--- src/rtl/cache_pkg.sv ---
// Shared definitions for the cache port arbiter slice.
// Contents:
//   id_width()   - requester-ID width for a given requester count (at least 1 bit)
//   REQ_ID_W     - ID width for the default requester count
//   cache_req_t  - one requester's request fields, used to unpack the flattened ports
package cache_pkg;

  localparam int NUM_REQ_DEF = 2;
  localparam int ADDR_W_DEF  = 32;
  localparam int DATA_W_DEF  = 32;
  localparam int WMASK_W_DEF = 4;

  // Requester-ID width; a single requester still needs one bit of ID.
  function automatic int id_width(input int n);
    int w;
    w = $clog2(n);
    return (w < 1) ? 1 : w;
  endfunction

  localparam int REQ_ID_W = id_width(NUM_REQ_DEF);

  typedef struct packed {
    logic [ADDR_W_DEF-1:0]  addr;
    logic                   web;
    logic [DATA_W_DEF-1:0]  wdat;
    logic [WMASK_W_DEF-1:0] wmask;
  } cache_req_t;

endpackage

--- src/rtl/cache_arb_id_fifo.sv ---
// In-order FIFO holding the requester ID of every read in flight.
// Ports:
//   clk, reset  - clock, asynchronous active-high reset
//   push, din   - write an entry (ignored when full)
//   pop, dout   - drop the head entry (ignored when empty); dout is the head
//   count       - number of stored entries, 0..DEPTH
//   full, empty - occupancy flags
module cache_arb_id_fifo #(
  parameter int WIDTH = 1,
  parameter int DEPTH = 4
) (
  input  logic                       clk,
  input  logic                       reset,
  input  logic                       push,
  input  logic                       pop,
  input  logic [WIDTH-1:0]           din,
  output logic [WIDTH-1:0]           dout,
  output logic [$clog2(DEPTH):0]     count,
  output logic                       full,
  output logic                       empty
);

  localparam int PW = (DEPTH > 1) ? $clog2(DEPTH) : 1;
  localparam int CW = $clog2(DEPTH) + 1;

  logic [WIDTH-1:0] mem [DEPTH];
  logic [PW-1:0]    wr_ptr;
  logic [PW-1:0]    rd_ptr;
  logic             do_push;
  logic             do_pop;

  assign full    = (count == CW'(DEPTH));
  assign empty   = (count == {CW{1'b0}});
  assign do_push = push & ~full;
  assign do_pop  = pop & ~empty;
  assign dout    = mem[rd_ptr];

  // Storage write; contents are don't-care until counted in.
  always_ff @(posedge clk) begin
    if (do_push) begin
      mem[wr_ptr] <= din;
    end
  end

  // Pointer and occupancy tracking; push and pop in one cycle leave count unchanged.
  always_ff @(posedge clk or posedge reset) begin
    if (reset) begin
      wr_ptr <= {PW{1'b0}};
      rd_ptr <= {PW{1'b0}};
      count  <= {CW{1'b0}};
    end else begin
      if (do_push) begin
        wr_ptr <= (wr_ptr == PW'(DEPTH - 1)) ? {PW{1'b0}} : wr_ptr + PW'(1);
      end
      if (do_pop) begin
        rd_ptr <= (rd_ptr == PW'(DEPTH - 1)) ? {PW{1'b0}} : rd_ptr + PW'(1);
      end
      case ({do_push, do_pop})
        2'b10:   count <= count + CW'(1);
        2'b01:   count <= count - CW'(1);
        default: count <= count;
      endcase
    end
  end

endmodule

--- src/rtl/cache_port_arb.sv ---
// Round-robin arbiter sharing the cache controller's upstream port 0 among
// NUM_REQ requesters, with in-order steering of read data back to the issuer.
// Ports:
//   clk, reset                 - clock, asynchronous active-high reset
//   req_vld_i/req_rdy_o        - per-requester request handshake
//   req_addr_i/web/wdat/wmask  - flattened per-requester request fields (slice i = requester i)
//   rsp_vld_o/rsp_rdy_i        - per-requester read-data handshake
//   rsp_dat_o                  - read data, broadcast to every requester
//   p0_uvld_o/p0_urdy_i, p0_addr_o/web/wdat/wmask - request toward the cache
//   p0_dvld_i/p0_drdy_o, p0_ddat_i                - read data from the cache
//   err_o                      - sticky: read data arrived with no read outstanding
module cache_port_arb
  import cache_pkg::*;
#(
  parameter int NUM_REQ         = NUM_REQ_DEF,
  parameter int ADDR_WIDTH      = ADDR_W_DEF,
  parameter int DATA_WIDTH      = DATA_W_DEF,
  parameter int WMASK_WIDTH     = WMASK_W_DEF,
  parameter int MAX_OUTSTANDING = 4
) (
  input  logic                           clk,
  input  logic                           reset,
  input  logic [NUM_REQ-1:0]             req_vld_i,
  output logic [NUM_REQ-1:0]             req_rdy_o,
  input  logic [NUM_REQ*ADDR_WIDTH-1:0]  req_addr_i,
  input  logic [NUM_REQ-1:0]             req_web_i,
  input  logic [NUM_REQ*DATA_WIDTH-1:0]  req_wdat_i,
  input  logic [NUM_REQ*WMASK_WIDTH-1:0] req_wmask_i,
  output logic [NUM_REQ-1:0]             rsp_vld_o,
  input  logic [NUM_REQ-1:0]             rsp_rdy_i,
  output logic [DATA_WIDTH-1:0]          rsp_dat_o,
  output logic                           p0_uvld_o,
  input  logic                           p0_urdy_i,
  output logic [ADDR_WIDTH-1:0]          p0_addr_o,
  output logic                           p0_web_o,
  output logic [DATA_WIDTH-1:0]          p0_wdat_o,
  output logic [WMASK_WIDTH-1:0]         p0_wmask_o,
  input  logic                           p0_dvld_i,
  output logic                           p0_drdy_o,
  input  logic [DATA_WIDTH-1:0]          p0_ddat_i,
  output logic                           err_o
);

  localparam int ID_W  = id_width(NUM_REQ);
  localparam int CNT_W = $clog2(MAX_OUTSTANDING) + 1;

  logic [ID_W-1:0]    rr_ptr;
  logic [ID_W-1:0]    lock_id;
  logic               lock;
  logic               err;
  logic [ID_W-1:0]    gnt;
  logic               found;
  logic [NUM_REQ-1:0] eligible;
  cache_req_t         reqs [NUM_REQ];
  cache_req_t         sel;
  logic               accept;
  logic               push;
  logic               pop;
  logic [ID_W-1:0]    head;
  logic [CNT_W-1:0]   fifo_count;
  logic               fifo_full;
  logic               fifo_empty;
  logic               has_rd;

  // Unpack the flattened request slices; a read is eligible only while the ID FIFO has room.
  always_comb begin
    for (int i = 0; i < NUM_REQ; i++) begin
      reqs[i].addr  = req_addr_i[i*ADDR_WIDTH +: ADDR_WIDTH];
      reqs[i].web   = req_web_i[i];
      reqs[i].wdat  = req_wdat_i[i*DATA_WIDTH +: DATA_WIDTH];
      reqs[i].wmask = req_wmask_i[i*WMASK_WIDTH +: WMASK_WIDTH];
      eligible[i]   = req_vld_i[i] & (~req_web_i[i] | ~fifo_full);
    end
  end

  // Grant selection: hold the locked requester, else first eligible scanning up from rr_ptr.
  always_comb begin
    int   idx;
    logic pick;
    gnt   = rr_ptr;
    found = 1'b0;
    idx   = 0;
    pick  = 1'b0;
    if (lock) begin
      gnt   = lock_id;
      found = req_vld_i[lock_id];
    end else begin
      for (int k = 0; k < NUM_REQ; k++) begin
        idx   = int'(rr_ptr) + k;
        idx   = (idx >= NUM_REQ) ? idx - NUM_REQ : idx;
        pick  = ~found & eligible[idx];
        gnt   = pick ? ID_W'(idx) : gnt;
        found = found | pick;
      end
    end
  end

  // Zero-latency request path and in-order response steering; all handshakes held low in reset.
  always_comb begin
    sel        = reqs[gnt];
    p0_uvld_o  = ~reset & found;
    p0_addr_o  = sel.addr;
    p0_web_o   = sel.web;
    p0_wdat_o  = sel.wdat;
    p0_wmask_o = sel.wmask;
    req_rdy_o  = {NUM_REQ{1'b0}};
    req_rdy_o[gnt] = p0_uvld_o & p0_urdy_i;
    accept     = p0_uvld_o & p0_urdy_i;
    push       = accept & sel.web;

    has_rd     = (fifo_count != {CNT_W{1'b0}});
    rsp_vld_o  = {NUM_REQ{1'b0}};
    rsp_vld_o[head] = ~reset & p0_dvld_i & has_rd;
    // With nothing outstanding the beat is drained rather than stalling the cache.
    p0_drdy_o  = ~reset & (has_rd ? rsp_rdy_i[head] : 1'b1);
    pop        = p0_dvld_i & p0_drdy_o & has_rd;
    rsp_dat_o  = p0_ddat_i;
  end

  // Round-robin pointer, grant lock and sticky orphan-data error.
  always_ff @(posedge clk or posedge reset) begin
    if (reset) begin
      rr_ptr  <= {ID_W{1'b0}};
      lock    <= 1'b0;
      lock_id <= {ID_W{1'b0}};
      err     <= 1'b0;
    end else begin
      if (accept) begin
        rr_ptr <= (gnt == ID_W'(NUM_REQ - 1)) ? {ID_W{1'b0}} : gnt + ID_W'(1);
      end
      if (p0_uvld_o && !p0_urdy_i) begin
        lock    <= 1'b1;
        lock_id <= gnt;
      end else if (accept) begin
        lock    <= 1'b0;
      end
      err <= err | (p0_dvld_i & fifo_empty);
    end
  end

  assign err_o = err;

  cache_arb_id_fifo #(
    .WIDTH (ID_W),
    .DEPTH (MAX_OUTSTANDING)
  ) u_id_fifo (
    .clk   (clk),
    .reset (reset),
    .push  (push),
    .pop   (pop),
    .din   (gnt),
    .dout  (head),
    .count (fifo_count),
    .full  (fifo_full),
    .empty (fifo_empty)
  );

endmodule

--- config.mk ---
export PLATFORM = sky130hd
export DESIGN_NAME = cache_port_arb
export DESIGN_NICKNAME = d
export VERILOG_FILES = /design/src/rtl/cache_pkg.sv /design/src/rtl/cache_arb_id_fifo.sv /design/src/rtl/cache_port_arb.sv
export SDC_FILE = /design/constraint.sdc
export NUM_CORES = 1
export LEC_CHECK = 0
export ABC_CLOCK_PERIOD_IN_PS = 3200
export BUFFER_PORTS_ARGS = -buffer_cell sky130_fd_sc_hd__buf_4
export CORE_AREA = 10 10 103 105
export CTS_CLUSTER_SIZE = 12
export DETAILED_ROUTE_END_ITERATION = 8
export DIE_AREA = 0 0 113 115
export PLACE_DENSITY = 0.7
export SLEW_MARGIN = 40
export SYNTH_ARGS = -nofsm -noshare
export SYNTH_HDL_FRONTEND = slang
export SYNTH_SLANG_ARGS = --single-unit
--- constraint.sdc ---
create_clock -name clk -period 3.2 [get_ports clk]
set_input_delay 0 -clock clk [delete_from_list [all_inputs] [get_ports clk]]
set_output_delay 0 -clock clk [all_outputs]
set_load 0.02 [all_outputs]
==> impl_metrics.env <==
export IMPL_status="completed"
export IMPL_worstHoldStart="p0_ddat_i[22]"
export IMPL_hold_path_cell_count=0
export IMPL_setup_viol=0
export IMPL_synth_flop_cell="dfrtp_1"
export IMPL_grt_pass1_vias=2438
export IMPL_ys_seq_elements=15
export IMPL_design_portCount=286
export IMPL_reg2reg_depth=10
export IMPL_async_reset_ff_frac=0.733
export IMPL_place_gp_congestion=0.850
export IMPL_fin_worst_hold_slack_ns=0.00000776
export IMPL_peakVddDrop_mv=0.440
export IMPL_min_to="rsp_dat_o[22]"
export IMPL_antenna_found_initial=0
export IMPL_drc=0
export IMPL_io_buffers=221
export IMPL_yosysSeqAreaShare=0.192
export IMPL_maxCapViolCount=0
export IMPL_antennaDiodeCount=0
export IMPL_ant_nets=0
export IMPL_rows=34
export IMPL_fin_crit_ns=2.79
export IMPL_synth_compound_area_frac=0.0469
export IMPL_die_area_um2=13000
export IMPL_hp_class="in2out"
export IMPL_syn_area_um2=2050
export IMPL_grt_overflow=0
export IMPL_fin_crit_sh=0.873
export IMPL_synthAdderAreaFrac=0.0463
export IMPL_synth_top_family_by_area="multiplexers"
export IMPL_cts_sinks=15
export IMPL_synth_edff_count=4
export IMPL_p_per_area_nw_per_um2=845
export IMPL_fmax_mhz=358
export IMPL_path_buf_inv=1
export IMPL_insertion_delay_ns=0.26
export IMPL_fin_cells=494
export IMPL_grt_max_degree=50
export IMPL_rsz0062_at_grt="false"
export IMPL_r2r_end="u_id_fifo.count[2]$_DFFE_PP0P_"
export IMPL_drtIter0Drc=41
export IMPL_fin_nets=572
export IMPL_tightest_slew_ns=0.367
export IMPL_skew_ns=0.00575
export IMPL_yosysUniqueCellTypes=35
export IMPL_cts_htree_levels=1
export IMPL_wl_per_cell_um=19.7
export IMPL_timing_critical_path_mode_cell="xor2_1"
export IMPL_syn_to_final_growth_pct=77.1
export IMPL_routed_via_density=4.46
export IMPL_cp_data_arrival_time_ns=2.98
export IMPL_drv_slew=0
export IMPL_cts_made_buffers=3
export IMPL_clock_path_buffers=2
export IMPL_tns_ns=0
export IMPL_clk_pin_slew_ns=0.06
export IMPL_avgSynthCellArea_um2=10.5
export IMPL_cp_top_family="adder cells"
export IMPL_final_hold_viol_count=0
export IMPL_start_util=0.240
export IMPL_synth_top_cell_by_area="mux2_2"
export IMPL_coreArea_um2=8550
export IMPL_rrSetupSlack_ns=0.41
export IMPL_fin_ws_ns=0.407
export IMPL_r2r_start="u_id_fifo.count[0]$_DFFE_PP0P_"
export IMPL_grtUsageTotal=0.131
export IMPL_synth_top_area_share=0.406
export IMPL_syn_nets=381
export IMPL_maxSlewHeadroom=0.751
export IMPL_cp_cell_sequence="nor4bb_4, o2111ai_1, o211ai_4, mux2i_2, ha_1, inv_1, fa_1, xor2_1, nor2_1, xor2_1"
export IMPL_synthTopCellsByArea="mux2_2 (41%), dfrtp_1 (13%), buf_4 (12%), edfxtp_1 (5.8%), ha_1 (3.7%)"
export IMPL_synthXorXnorAreaFrac=0.0128
export IMPL_critPathSlowestCell="dfrtp_1"
export IMPL_synthMuxAreaShare=0.438
export IMPL_root_buffer="clkbuf_8"
export IMPL_power_leakage_nw=1.83
export IMPL_cts_resized=0
export IMPL_cts_tree="built"
export IMPL_synthCells=196
export IMPL_ys_warn_count=0
export IMPL_firstDrtPassIters=4
export IMPL_via_count=2202
export IMPL_dp_cells=488
export IMPL_cp_data_required_time_ns=3.38
export IMPL_grt_first_pass_wirelength_mm=13.7
export IMPL_die_y_um=115
export IMPL_cts_setup_buffers=0
export IMPL_end_kind="flip-flop"
export IMPL_dieWidth_um=113
export IMPL_crit_type="reg2reg"
export IMPL_drt_total_wl_mm=9.74
export IMPL_critPathMaxFanout=7
export IMPL_cp_slowest_stage_delay_ns=0.45
export IMPL_final_layout_size_suffix_gt1_frac=0.798
export IMPL_startpoint_type="flip-flop"
export IMPL_final_util=0.426
export IMPL_dp_hpwl_mm=8.81
export IMPL_synthSimpleGateAreaFrac=0.0877
export IMPL_post_place_ws_ns=0.396
-- worst max path at each step --
stage,end,cells past startpoint,start
2_1_floorplan,u_id_fifo.count[2]$_DFFE_PP0P_,10,u_id_fifo.count[0]$_DFFE_PP0P_
3_3_place_gp,u_id_fifo.count[2]$_DFFE_PP0P_,10,u_id_fifo.count[0]$_DFFE_PP0P_
3_5_place_dp,u_id_fifo.count[2]$_DFFE_PP0P_,10,u_id_fifo.count[1]$_DFFE_PP0P_
4_1_cts,u_id_fifo.count[2]$_DFFE_PP0P_,10,u_id_fifo.count[0]$_DFFE_PP0P_
5_1_grt,u_id_fifo.count[2]$_DFFE_PP0P_,10,u_id_fifo.count[0]$_DFFE_PP0P_
6_report,u_id_fifo.count[2]$_DFFE_PP0P_,10,u_id_fifo.count[0]$_DFFE_PP0P_
-- layout make-up --
type / count / area (um^2)
clock buffer: 3 / 41.3
fill: 825 / 4910
timing repair buffer: 226 / 1710
sequential: 15 / 395
tap: 108 / 135
multi-input combinational: 130 / 1310
clock inverter: 1 / 5.00
inverter: 11 / 41.3
-- Yosys cell counts (2+ instances only) --
library cell and number:
mux2_2 74, buf_4 33, and2_1 2, ha_1 6, nand2_1 3, o21ai_0 5, dfrtp_1 11, and2b_1 4
buf_6 6, mux2i_1 3, nor2_1 6, nand3_1 3, a21oi_1 3, edfxtp_1 4, xor2_1 2, nor2b_1 2
inv_1 11
-- through the flow --
| step | instance area (um^2) | power, mW |
|---|---|---|
| after floorplan | 2050 | 2.11 |
| after global placement | 3550 | 2.88 |
| after detailed placement | 3570 | 2.95 |
| after CTS | 3640 | 3.12 |
| after global routing | 3640 | 3.27 |
| final | 3640 | 3.08 |
-- logic make-up after synthesis --
group,count (synthesis)
AOI/OAI and AO/OA,14
xor gates and xnor gates,3
adders and majority gates,7
buffers and inverters,51
DFF,15
muxes,79
and+or+nand+nor,27
-- power by group --
group / internal (mW) / total [mW] / switching (mW)
Clock: 0.0865 / 0.158 / 0.0715
Combinational: 1.28 / 2.54 / 1.26
Sequential: 0.284 / 0.374 / 0.0905
Total: 1.65 / 3.08 / 1.42
-- flip-flops by register name, summed over array words and instances (netlist names) --
name	flops
u_id_fifo.mem	4
u_id_fifo.count	3
u_id_fifo.rd_ptr	2
u_id_fifo.wr_ptr	2
err_o	1
lock	1
lock_id	1
rr_ptr	1
-- placed cells by master (no fill, tap or decap), drive strengths merged --
master	synthesis	routed
a21oi	3	3
a2bb2oi	1	1
and2	2	2
and2b	4	4
buf	40	224
clkbuf	0	3
clkinv	0	1
dfrtp	11	11
dlygate4sd3	0	2
edfxtp	4	4
fa	1	1
ha	6	6
inv	11	11
mux2	74	74
mux2i	4	4
mux4	1	1
nand2	3	3
nand2b	1	1
nand3	3	3
nand4bb	1	1
nor2	6	6
nor2b	2	2
nor3b	1	1
nor4bb	1	1
o2111a	1	1
o2111ai	1	1
o211ai	1	1
o21ai	5	5
o21bai	1	1
o31ai	1	1
or3	1	1
or3b	1	1
or4	1	1
xnor2	1	1
xor2	2	2
-- layer usage --
| metal | vias to the layer above | track usage | share of wire | wire, um |
|---|---|---|---|---|
| met2 | 135 | 0.229 | 0.52 | 5090 |
| met3 | 10 | 0.0667 | 0.11 | 1100 |
| met5 | - | 0 | 0 | 0 |
| met1 | 1015 | 0.140 | 0.36 | 3470 |
| met4 | 0 | 0.0228 | 0.0086 | 84 |
| li1 | 1042 | - | - | - |
-- repair_timing --
item | in CTS | in global routing
endpoints found under the hold margin | 13 | 0
setup endpoints to repair | 0 | 0
hold buffers | 2 | 0
No activity file was read; power rests on OpenSTA's default activity.
